===== src/rtl/seq_divider.sv =====
// seq_divider: radix-2 restoring divider, one quotient bit per clock.
// Define SEQ_DIVIDER_SIGNED_EN to honour signed_mode (two's complement).
module seq_divider #(
  parameter int N = 8
) (
  input  logic         clk,
  input  logic         reset,
  input  logic         start,
  input  logic         signed_mode,
  input  logic [N-1:0] A,
  input  logic [N-1:0] B,
  output logic         busy,
  output logic         done,
  output logic [N-1:0] Q,
  output logic [N-1:0] R,
  output logic         dbz,
  output logic         ovf
);

  localparam int CW = $clog2(N);

  typedef enum logic [1:0] {
    IDLE,
    RUN,
    FIX
  } state_t;

  state_t        state_q, state_d;
  logic [N-1:0]  quo_q, rem_q, div_q;
  logic [CW-1:0] cnt_q;
  logic          pend_q, pdbz_q;

  logic          accept, last;
  logic          is_dbz, is_ovf, special;
  logic [N-1:0]  a_mag, b_mag;
  logic [N-1:0]  q_fix, r_fix;
  logic [N:0]    sh;
  logic          ge;
  logic [N-1:0]  rem_nx;

  assign accept  = start && (state_q == IDLE);
  assign last    = (cnt_q == CW'(N-1));
  assign is_dbz  = (B == '0);
  assign special = is_dbz || is_ovf;
  assign busy    = (state_q != IDLE);

  assign sh     = {rem_q, quo_q[N-1]};
  assign ge     = (sh >= {1'b0, div_q});
  assign rem_nx = ge ? sh[N-1:0] - div_q
                     : sh[N-1:0];

`ifdef SEQ_DIVIDER_SIGNED_EN
  localparam logic [N-1:0] MIN =
    {1'b1, {(N-1){1'b0}}};

  logic a_neg, b_neg;
  logic q_neg_q, r_neg_q;
  logic ovf_q, povf_q;

  assign a_neg  = signed_mode && A[N-1];
  assign b_neg  = signed_mode && B[N-1];
  assign a_mag  = a_neg ? -A : A;
  assign b_mag  = b_neg ? -B : B;
  assign is_ovf = signed_mode
               && (A == MIN)
               && (B == '1);
  assign q_fix  = q_neg_q ? -quo_q : quo_q;
  assign r_fix  = r_neg_q ? -rem_q : rem_q;
  assign ovf    = ovf_q;

  // Result signs captured at acceptance; overflow flag tracks completions.
  always_ff @(posedge clk or negedge reset) begin
    if (!reset) begin
      q_neg_q <= 1'b0;
      r_neg_q <= 1'b0;
      ovf_q   <= 1'b0;
      povf_q  <= 1'b0;
    end else begin
      if (accept) begin
        q_neg_q <= a_neg ^ b_neg;
        r_neg_q <= a_neg;
        povf_q  <= is_ovf;
      end
      if (pend_q)
        ovf_q <= povf_q;
      else if (state_q == FIX)
        ovf_q <= 1'b0;
    end
  end
`else
  logic unused_sm;

  assign unused_sm = signed_mode;
  assign a_mag     = A;
  assign b_mag     = B;
  assign is_ovf    = 1'b0;
  assign q_fix     = quo_q;
  assign r_fix     = rem_q;
  assign ovf       = 1'b0;
`endif

  // State register.
  always_ff @(posedge clk or negedge reset) begin
    if (!reset)
      state_q <= IDLE;
    else
      state_q <= state_d;
  end

  // Next state: special operands never leave IDLE.
  always_comb begin
    state_d = state_q;
    unique case (state_q)
      IDLE: if (accept && !special) state_d = RUN;
      RUN:  if (last) state_d = FIX;
      FIX:  state_d = IDLE;
      default: state_d = IDLE;
    endcase
  end

  // Datapath: load, iterate, and publish results on completion.
  always_ff @(posedge clk or negedge reset) begin
    if (!reset) begin
      quo_q  <= '0;
      rem_q  <= '0;
      div_q  <= '0;
      cnt_q  <= '0;
      pend_q <= 1'b0;
      pdbz_q <= 1'b0;
      done   <= 1'b0;
      Q      <= '0;
      R      <= '0;
      dbz    <= 1'b0;
    end else begin
      done   <= 1'b0;
      pend_q <= 1'b0;
      if (pend_q) begin
        done <= 1'b1;
        Q    <= quo_q;
        R    <= rem_q;
        dbz  <= pdbz_q;
      end
      if (accept) begin
        if (special) begin
          // Overflow quotient is -2^(N-1), which equals A itself.
          pend_q <= 1'b1;
          pdbz_q <= is_dbz;
          quo_q  <= is_dbz ? '1 : A;
          rem_q  <= is_dbz ? A : '0;
        end else begin
          quo_q <= a_mag;
          rem_q <= '0;
          div_q <= b_mag;
          cnt_q <= '0;
        end
      end
      if (state_q == RUN) begin
        quo_q <= {quo_q[N-2:0], ge};
        rem_q <= rem_nx;
        cnt_q <= last ? '0 : cnt_q + CW'(1);
      end
      if (state_q == FIX) begin
        done <= 1'b1;
        Q    <= q_fix;
        R    <= r_fix;
        dbz  <= 1'b0;
      end
    end
  end

endmodule


===== config.mk =====
export PLATFORM = sky130hd
export DESIGN_NAME = seq_divider
export DESIGN_NICKNAME = d
export VERILOG_FILES = /design/src/rtl/seq_divider.sv
export SDC_FILE = /design/constraint.sdc
export NUM_CORES = 1
export LEC_CHECK = 0
export BUFFER_PORTS_ARGS = -buffer_cell sky130_fd_sc_hd__buf_2
export CAP_MARGIN = 20
export CORE_MARGIN = 4
export CORE_UTILIZATION = 30
export CTS_CLUSTER_SIZE = 24
export DETAILED_ROUTE_END_ITERATION = 7
export HOLD_SLACK_MARGIN = 0.05
export PLACE_DENSITY = 0.59
export SYNTH_ARGS = -nofsm -noshare
export SYNTH_HDL_FRONTEND = slang
export SYNTH_SLANG_ARGS = --single-unit

===== constraint.sdc =====
create_clock -name clk -period 2.6 [get_ports clk]
set_clock_uncertainty 0.15 [all_clocks]
set_input_delay 0.52 -clock clk [delete_from_list [all_inputs] [get_ports clk]]
set_output_delay 0.52 -clock clk [all_outputs]
set_load 0.01 [all_outputs]

==> results.py <==
metrics = {
    "setup_path": {
        "crit_fanout": 3,
        "r2r_cells": 9,
        "worstPathArrival_ns": 2.46,
        "slowest_delay_ns": 0.40,
        "r2r_end": "r_fix[6]",
        "r2r_slack_ns": 0.22,
        "cp_cell_sequence": "inv_1 > ha_1 > fa_1 > and2b_1 > o31a_1 > o21a_1 > o21ai_1 > or3b_1 > a21oi_1",
        "cpMaxStageDelayCell": "dfrtp_1",
        "r2r-start": "q_fix[7]",
        "path_delay_family": "compound AO/OA/AOI/OAI gates",
        "worstSetupStartpointType": "register",
        "cp_num_buf_inv": 1,
        "path_class": "register to register",
        "critPathCaptureType": "register",
        "cp.required_ns": 2.67,
    },
    "sta": {
        "period_minus_slack_ns": 2.38,
        "maxSlewViolCount": 0,
        "setup_viol": 0,
        "hold_viol": 0,
        "rsz0062_at_grt": "no",
        "fin_ws_ns": 0.215,
        "tns_ns": 0,
        "tightest_slew_ns": 0.734,
        "period_share_pct": 91.7,
        "max_freq_ghz": 0.419,
        "slew_headroom_pct": 51.1,
    },
    "grt": {
        "grt_pass1_vias": 1921,
        "grt_max_degree": 21,
        "antenna_found_initial": 0,
        "grt.overflow.total": 0,
        "grt_pass1_wl_um": 9430,
        "grt_usage_pct": 11.7,
    },
    "die": {
        "die_area_um2": 9810,
        "coreArea_um2": 7890,
        "die_w_um": 99.0,
        "start_util_pct": 31.5,
        "fp.dieH_um": 99.0,
        "placementRows": 32,
        "io_pins": 40,
    },
    "drt": {
        "vias": 1888,
        "ant_nets": 0,
        "drc": 0,
        "first_pass_iters": 4,
        "wirelength_um": 5360,
        "vias_per_cell": 4.82,
        "avgRoutedWirePerCell_um": 13.7,
        "drt-initial-drc-count": 76,
    },
    "clock_tree": {
        "cts_inserted_buffers": 5,
        "clockBufferDepth": 2,
        "cts_max_level": 2,
        "numClockSinks": 49,
        "cts_root_buffer": "clkbuf_8",
        "insertion_delay_ns": 0.29,
        "cts_setup_buffers": 0,
        "path_clk_slew_ns": 0.09,
        "cts.hold.buffers_added": 1,
        "cts_resized": 0,
        "cts_tree": "built",
    },
    "worst_hold_path": {
        "whs_path_depth": 3,
        "min_from": "B[3]",
        "hp-class": "input pin to register",
        "holdPathEnd": "div_q[3]",
    },
    "logic_synthesis": {
        "synth.net_count": 281,
        "ys_warn_count": 0,
        "ys.flop_type": "dfrtp_1",
        "synth_seq_area_share_pct": 49.3,
        "ys_ff_latch": 49,
        "ys_types": 47,
        "async_flop_share_pct": 100,
        "synth_edf_count": 0,
        "syn_avg_cell_area_um2": 9.94,
        "synth_area_um2": 2490,
        "synthCells": 250,
    },
    "layout": {
        "multi_input_area_um2": 1150,
        "antenna_cells": 0,
        "final.fill_count": 826,
        "ff_latch_area_um2": 1230,
        "drive_gt1_share_pct": 23.8,
        "final_cell_mix": "49 x dfrtp_1, 44 x nand2_1, 37 x buf_2",
        "syn_to_final_growth_pct": 15.7,
        "finalNetCount": 320,
        "final_common_cell": "dfrtp_1",
    },
    "flow_run": {
        "cap_violations": 0,
    },
    "pwr": {
        "swShare_pct": 41.9,
        "combPwrFrac_pct": 53.3,
        "vdd_ir_drop_max_uv": 355,
        "pwr-share-seq_pct": 35.3,
        "p_clk_share_pct": 11.4,
        "switching_power_mw": 1.60,
        "p_per_area_nw_per_um2": 1330,
        "p_int_mw": 2.22,
        "p_leak_nw": 1.30,
    },
    "placed_design": {
        "place_hpwl_um": 4220,
        "portBuffers": 37,
        "routabilityCongestion": 0.867,
        "place_ws_ns": 0.272,
    },
    "status": {
        "status": "finished, final reports clean",
    },
}
==> cells by family after synthesis <==
kind of cell / count (synthesis) / synth area share [%]
flops: 49 / 49.3
compound gates: 63 / 16.5
fa+ha+maj: 11 / 5.84
other cells: 1 / 0.151
mux: 15 / 6.74
buf+inv: 25 / 4.48
simple gates: 83 / 16.0
xor+xnor: 3 / 1.06
==> per-layer routing <==
metal	GRT usage, %	vias up	part of all wire, %
li1	-	954	-
met1	15.8	895	49
met2	18.8	37	46
met3	2.97	2	4.7
met4	2.84	0	0.56
met5	0	-	0
==> synthesized netlist by cell type, types with 2 or more instances <==
cell / number / area share [%]
dfrtp_1: 49 / 49
nand2_1: 44 / 6.6
or4_4: 2 / 0.91
buf_4: 2 / 0.60
a21oi_1: 14 / 2.8
o21a_1: 2 / 0.60
nand2b_1: 5 / 1.3
clkbuf_1: 6 / 0.91
o22ai_1: 8 / 2.0
nor2_1: 6 / 0.91
nor2b_1: 3 / 0.75
o21ai_0: 14 / 2.8
inv_1: 13 / 2.0
a32oi_1: 6 / 2.1
o211ai_1: 2 / 0.60
buf_2: 2 / 0.40
xnor2_1: 3 / 1.1
nor3_1: 2 / 0.40
mux2_2: 14 / 6.3
o21ai_1: 4 / 0.81
ha_1: 10 / 5.0
a22o_1: 2 / 0.70
nand3_1: 12 / 2.4
and2_1: 2 / 0.50
==> through the flow <==
step                std cells  utilization, %  cell area [um^2]  power, mW  hold WS, ns
finish                    392            36.5              2880       3.82        0.283
CTS                       392            36.5              2880       3.85        0.271
global route              392            36.5              2880       4.20        0.282
detailed placement        383            35.3              2780       3.40        0.317
global placement          383            35.3              2780       3.33        0.308
floorplan                 250               -              2490       2.89       0.0744
==> tightest hold or removal path: stages <==
cell	delay, ns
buf_2	0.09
nand2_1	0.04
nand2_1	0.05
==> how the worst max path moves through the flow <==
stage / startpoint / slack, ns / cells past startpoint / endpoint
after CTS: q_fix[7] / 0.23 / 9 / r_fix[6]
after global routing: q_fix[7] / 0.04 / 9 / r_fix[6]
final: q_fix[7] / 0.22 / 9 / r_fix[6]
after floorplan: q_fix[7] / 0.45 / 9 / r_fix[6]
after detailed placement: q_fix[7] / 0.27 / 9 / r_fix[6]
after global placement: q_fix[7] / 0.28 / 9 / r_fix[6]
==> registers in the layout, summed over array words and instances (netlist names) <==
name,count
pdbz_q,1
R,8
done,1
Q,8
cnt_q,3
r_fix,8
state_q,2
div_q,8
pend_q,1
q_fix,8
dbz,1
==> power groups by stage <==
stage | combinational (mW) | sequential [mW] | clock [mW]
2_1_floorplan | 1.55 | 1.34 | 0
3_3_place_gp | 1.98 | 1.35 | 0
3_5_place_dp | 2.04 | 1.36 | 0
4_1_cts | 2.05 | 1.35 | 0.453
5_1_grt | 2.33 | 1.40 | 0.474
6_report | 2.04 | 1.35 | 0.434
==> final cells by class <==
| type | instances | area share, % |
|---|---|---|
| inverters | 13 | 1.70 |
| multi-input cells | 176 | 39.9 |
| clock inverters | 1 | 0.261 |
| clock buffers | 7 | 2.65 |
| repair buffers | 44 | 8.36 |
| flip-flops and latches | 49 | 42.6 |
| well taps | 102 | 4.44 |
(Power assumes the default switching activity.)
